--- src/rtl/hazard_scoreboard.sv ---
// rtl/hazard_scoreboard.sv - parametrised load-use stall / EX forwarding scoreboard
// Optional FWD_WB_BYPASS_EN adds a retired-instruction entry for regfiles without write-through.
module hazard_scoreboard #(
  parameter int RBITS     = 5,
  parameter int NSRC      = 2,
  parameter int DEPTH     = 3,
  parameter int LOAD_RDY  = 2,
  parameter int ALU_RDY   = 1,
  parameter int FLUSH_DEP = 2,
  parameter int ZERO_REG  = 31,
  parameter int CNT_W     = 16,
`ifdef FWD_WB_BYPASS_EN
  localparam int NE       = DEPTH + 1,
`else
  localparam int NE       = DEPTH,
`endif
  localparam int SELW     = $clog2(NE + 1)
) (
  input  logic                  CLK,
  input  logic                  resetl,
  input  logic                  id_valid,
  input  logic [NSRC*RBITS-1:0] id_src,
  input  logic [RBITS-1:0]      id_rd,
  input  logic                  id_regwrite,
  input  logic                  id_memread,
  input  logic                  flush,
  output logic                  stall,
  output logic                  ex_valid,
  output logic [NSRC*SELW-1:0]  ex_fwd_sel,
  output logic [CNT_W-1:0]      stall_cnt
);

  localparam logic [RBITS-1:0] ZR = RBITS'(ZERO_REG);

  logic [NE-1:0]         v;
  logic [NE-1:0]         rw;
  logic [NE-1:0]         mr;
  logic [RBITS-1:0]      rd [NE];
  logic [NSRC*RBITS-1:0] ex_src;

  always_ff @(posedge CLK or negedge resetl) begin
    if (!resetl) begin
      v         <= '0;
      rw        <= '0;
      mr        <= '0;
      for (int k = 0; k < NE; k++) rd[k] <= '0;
      ex_src    <= '0;
      stall_cnt <= '0;
    end else begin
      v[0]  <= id_valid & ~stall & ~flush;
      rd[0] <= id_rd;
      rw[0] <= id_regwrite;
      mr[0] <= id_memread;
      // A flush kills the younger in-flight entries as they shift down.
      for (int k = 1; k < NE; k++) begin
        v[k]  <= (flush && (k < FLUSH_DEP)) ? 1'b0 : v[k-1];
        rd[k] <= rd[k-1];
        rw[k] <= rw[k-1];
        mr[k] <= mr[k-1];
      end
      if (!stall) ex_src <= id_src;
      if (stall && (stall_cnt != '1)) stall_cnt <= stall_cnt + 1'b1;
    end
  end

  // Only the youngest producer of a source decides whether ID must wait.
  always_comb begin
    logic [RBITS-1:0] src;
    logic             found;
    logic             need;
    src   = '0;
    found = 1'b0;
    need  = 1'b0;
    for (int s = 0; s < NSRC; s++) begin
      src   = id_src[s*RBITS +: RBITS];
      found = 1'b0;
      for (int k = 0; k < NE; k++) begin
        if (!found && v[k] && rw[k] && (rd[k] == src) && (src != ZR)) begin
          found = 1'b1;
          if ((k + 1) < (mr[k] ? LOAD_RDY : ALU_RDY)) need = 1'b1;
        end
      end
    end
    stall = id_valid & ~flush & need;
  end

  assign ex_valid = v[0];

  always_comb begin
    logic [RBITS-1:0] src;
    logic [SELW-1:0]  sel;
    src        = '0;
    sel        = '0;
    ex_fwd_sel = '0;
    for (int s = 0; s < NSRC; s++) begin
      src = ex_src[s*RBITS +: RBITS];
      sel = '0;
      for (int k = NE - 1; k >= 1; k--) begin
        if (v[k] && rw[k] && (rd[k] == src) && (src != ZR)) sel = SELW'(k);
      end
      ex_fwd_sel[s*SELW +: SELW] = ex_valid ? sel : '0;
    end
  end

endmodule
--- config.mk ---
export PLATFORM = sky130hd
export DESIGN_NAME = hazard_scoreboard
export DESIGN_NICKNAME = d
export VERILOG_FILES = /design/src/rtl/hazard_scoreboard.sv
export SDC_FILE = /design/constraint.sdc
export NUM_CORES = 1
export LEC_CHECK = 0
export CAP_MARGIN = 20
export CELL_PAD_IN_SITES_DETAIL_PLACEMENT = 0
export CELL_PAD_IN_SITES_GLOBAL_PLACEMENT = 1
export CORE_MARGIN = 4
export CORE_UTILIZATION = 41
export CTS_CLUSTER_DIAMETER = 120
export DETAILED_ROUTE_END_ITERATION = 8
export GPL_ROUTABILITY_DRIVEN = 1
export PLACE_DENSITY = 0.81
export SYNTH_ARGS = -nofsm -noshare
export SYNTH_HDL_FRONTEND = slang
export SYNTH_SLANG_ARGS = --single-unit
--- constraint.sdc ---
create_clock -name CLK -period 1.95 [get_ports CLK]
set_input_delay 0.2925 -clock CLK [delete_from_list [all_inputs] [get_ports CLK]]
set_output_delay 0.2925 -clock CLK [all_outputs]
set_load 0.05 [all_outputs]
==> results list <==
* R2R Path Start: rd[10]
- Post-synthesis instance area: 2316 µm²
- Measured along the x axis, the die boundary spans 83.16 µm.
- Relative slew slack: 60.65%
* Most numerous cell types in the synthesized netlist: 48 x sky130_fd_sc_hd__dfrtp_1, 36 x sky130_fd_sc_hd__nand2_1, 26 x sky130_fd_sc_hd__xnor2_1, 16 x sky130_fd_sc_hd__nand3_1, 15 x sky130_fd_sc_hd__xor2_1
- Clock root buffer: sky130_fd_sc_hd__clkbuf_8
- Die height: 83.16 µm
- The Yosys step of the flow raised 0 warnings.
- PortBufs: 42
* Violations in the final reports: negative hold slack, negative setup slack
- Minimum clock period after layout: 1.985 ns
- After detailed routing, the average wire length per cell comes to 14.66 µm.
- The most used flip-flop cell after synthesis is sky130_fd_sc_hd__dfrtp_1.
- Number of antenna violations at the first check in global routing: 0
- Relative to the synthesized area, the layout overhead comes to 45.22%.
* Number of distinct library cell variants in the gate-level netlist after synthesis: 39
- Weighted congestion reported at the end of routability-driven placement: 0.8475
- First-pass GRT wire length: 8859 µm
- Static timing analysis puts the maximum clock frequency at 503.7 MHz.
- Once detail routing completed, the nets flagged for antenna violations numbered 0.
- Setup repair after global routing could not meet its margin everywhere.
- Top-area cell type share of the netlist area: 51.86%
* Total DRC errors in the routed layout: 0
* Critical path origin: rd[10]
- Clock-pin slew was measured on the worst setup and hold paths at 0.09 ns.
- Instance area at placement: 3047 µm²
* Total track usage: 15.75%
- Power Dens Cells: 593.1 nW/µm²
- Clock tree synthesis found a total of 48 sinks.
* Synthesized instance count: 209
- Syn Area/Cell: 11.08 µm²
* Highest net fanout along the worst path: 3
* Number of global-route vias before repair: 1,829
- Layout Utilization: 61.08%
* Number of synthesized register bits: 48
* Clk Latency, worst-skew pair: 0.30 ns
- The H-tree was split into 2 levels.
- Hold Vio Cnt, Final: 17
- DRT Wirelength: 5190 µm
- The pre-antenna-repair detailed-routing pass consisted of 4 iterations.
- For this block, the initial DRC count from the detailed router was 70.
- The analysis attributes to cell leakage a power of 0.001464 µW.
* Max Root-Sink Buffers: 2
- Total grt overflow: 0
- TritonCTS built the clock tree.
- 0 antenna diodes ended up in the layout.
- Number of setup violations in the final report: 2
* Worst hold slack: -0.01482 ns
- Prior to clock tree synthesis, the placed netlist has a worst setup slack of -0.2804 ns.
- Vias: 1,738
- Fraction of layout instances using a drive strength above 1: 31.91%
- Clock skew on the completed layout was measured at 0.006926 ns.
- Summed over all nets, the half-perimeter wirelength after detailed placement is 3918 µm.
- The die covers 6915 µm².
* Worst hold-check path type: in -> async
- The worst setup path is captured at a primary output.
- Filler Cells Inserted: 455
* Total core area: 5507 µm²
* Total CTS buffers: 5
- Summing the sequential cell areas from Yosys gives 51.86% of the chip area.
- Cell row count: 27
* Top area cells in the synthesized netlist: sky130_fd_sc_hd__dfrtp_1 52%, sky130_fd_sc_hd__xnor2_1 9.8%, sky130_fd_sc_hd__nand2_1 5.8%
- Final Slew Violations: 0
- Across all setup checks in the final design, the least slack found is -0.03527 ns.
- The worst setup path is of the reg -> out kind.
* IO Count: 43
* Starting density of the core: 42.06%
- Across the run, the number of max-cap violations was 0.
- Entering global routing, the biggest net connects 26 pins.
- The synthesized design contains 0 enable-type register cells.
- Tightest Pin Transition: 0.5903 ns
* Result of the run: finished, violations left
- For the worst setup path, the data required time is 1.66 ns.
- In the routed layout, each cell is associated on average with a via count of 4.910.
- Summed over all instances, the cell type with the most area after synthesis is sky130_fd_sc_hd__dfrtp_1.
* Most instantiated library cell after synthesis: sky130_fd_sc_hd__dfrtp_1
- Final Cell Area: 3363 µm²
- The net count of the finished layout is 303.
- VDD sags by at most 0.3927 mV.
* Final period util: 101.8%
- At the worst endpoint, the arrival time is 1.69 ns.
* Async S/R FF share, synth: 100.0%
- STA classifies the critical path startpoint as a flip-flop.
- When the netlist entered floorplanning its net count stood at 231.
[sequential cells by signal, summed over array words and instances, names as in the netlist]
register / count
rw: 3
v: 3
rd: 15
ex_src: 10
stall_cnt: 16
mr: 1
[worst max-delay path: stages, from the launching register on]
cell	delay [ns]
sky130_fd_sc_hd__dfrtp_1	0.42
sky130_fd_sc_hd__xnor2_1	0.18
sky130_fd_sc_hd__nand3_2	0.10
sky130_fd_sc_hd__buf_4	0.15
sky130_fd_sc_hd__o41ai_4	0.36
sky130_fd_sc_hd__buf_12	0.18
[power by group]
part           internal [µW]  total (µW)  switching [µW]
Combinational            123         221            97.9
Clock                    381         696             315
Sequential              1030        1080            47.0
[stage by stage]
step / power [µW] / hold slack (ns) / setup TNS [ns] / std cells
6_report: 1995 / -0.01482 / -0.05583 / 354
5_1_grt: 2075 / 0.03557 / -0.3955 / 354
4_1_cts: 1999 / 0.003093 / -0.09173 / 346
3_5_place_dp: 1296 / 0.3342 / -5.080 / 336
3_3_place_gp: 1291 / 0.3234 / -3.732 / 336
2_1_floorplan: 1178 / -0.003091 / 0 / 209
[cells by family (layout without fill, tap and decap cells)]
| group | count (synthesis) | count (layout) | share of synthesized area [%] |
|---|---|---|---|
| AOI/OAI and AO/OA | 6 | 6 | 2.053 |
| xor gates and xnor gates | 43 | 43 | 16.91 |
| adders and majority gates | 1 | 1 | 0.5402 |
| buffers and inverters | 5 | 78 | 1.243 |
| DFF | 48 | 48 | 51.86 |
| muxes | 1 | 1 | 0.6481 |
| and+or+nand+nor | 105 | 105 | 26.74 |
[layer usage]
layer  track usage (%)  share of wire (%)  up-vias
met5                 0                  0        -
met1             21.95                 47      831
met2             25.36                 49       36
met4             4.012               0.83        0
met3             2.877                3.2        4
li1                  -                  -      867
[placed cells by master, fill, tap and decap left out, drive strengths merged]
cell type	count
a21oi	1
and2	4
and3	3
and3b	2
and4	2
and4b	1
buf	33
bufinv	1
clkbuf	6
clkdlybuf4s50	29
clkinv	1
dfrtp	48
dlygate4sd2	5
dlymetal6s2s	1
ha	1
inv	2
mux2	1
nand2	37
nand3	17
nand3b	2
nand4	9
nor2	7
nor2b	1
nor3	6
nor4	11
nor4b	1
o21a	1
o21ai	3
o41ai	1
or2	2
xnor2	28
xor2	15
[worst paths after layout]
| check | end | slack, ns | depth (start not counted) |
|---|---|---|---|
| setup / recovery | stall | -0.04 | 5 |
| hold reg to reg | rw[2] | 0.41 | 0 |
| hold / removal | stall_cnt[7] | -0.01 | 1 |
| min in group CLK | ex_src[0] | 0.29 | 3 |
| max in group asynchronous | ex_src[1] | 1.42 | 2 |
| setup reg to reg | stall_cnt[1] | 0.03 | 7 |
[what timing repair did]
| action | in CTS | in global routing |
|---|---|---|
| endpoints found under the setup margin | 6 | 21 |
| buffers inserted | 2 | 8 |
| pin swaps | 4 | 14 |
| gates resized for setup | 15 | 24 |
| hold buffers | 0 | 0 |
[cell type report]
cell class	count	area, µm²	area share, %
inverter	2	7.507	0.2232
clock inverter	2	35.03	1.042
tap	72	90.09	2.679
timing repair buffer	68	686.9	20.42
sequential	48	1217	36.20
multi-input combinational	156	1254	37.28
clock buffer	6	72.57	2.158
Note: power is estimated with default switching activity, not from simulation.
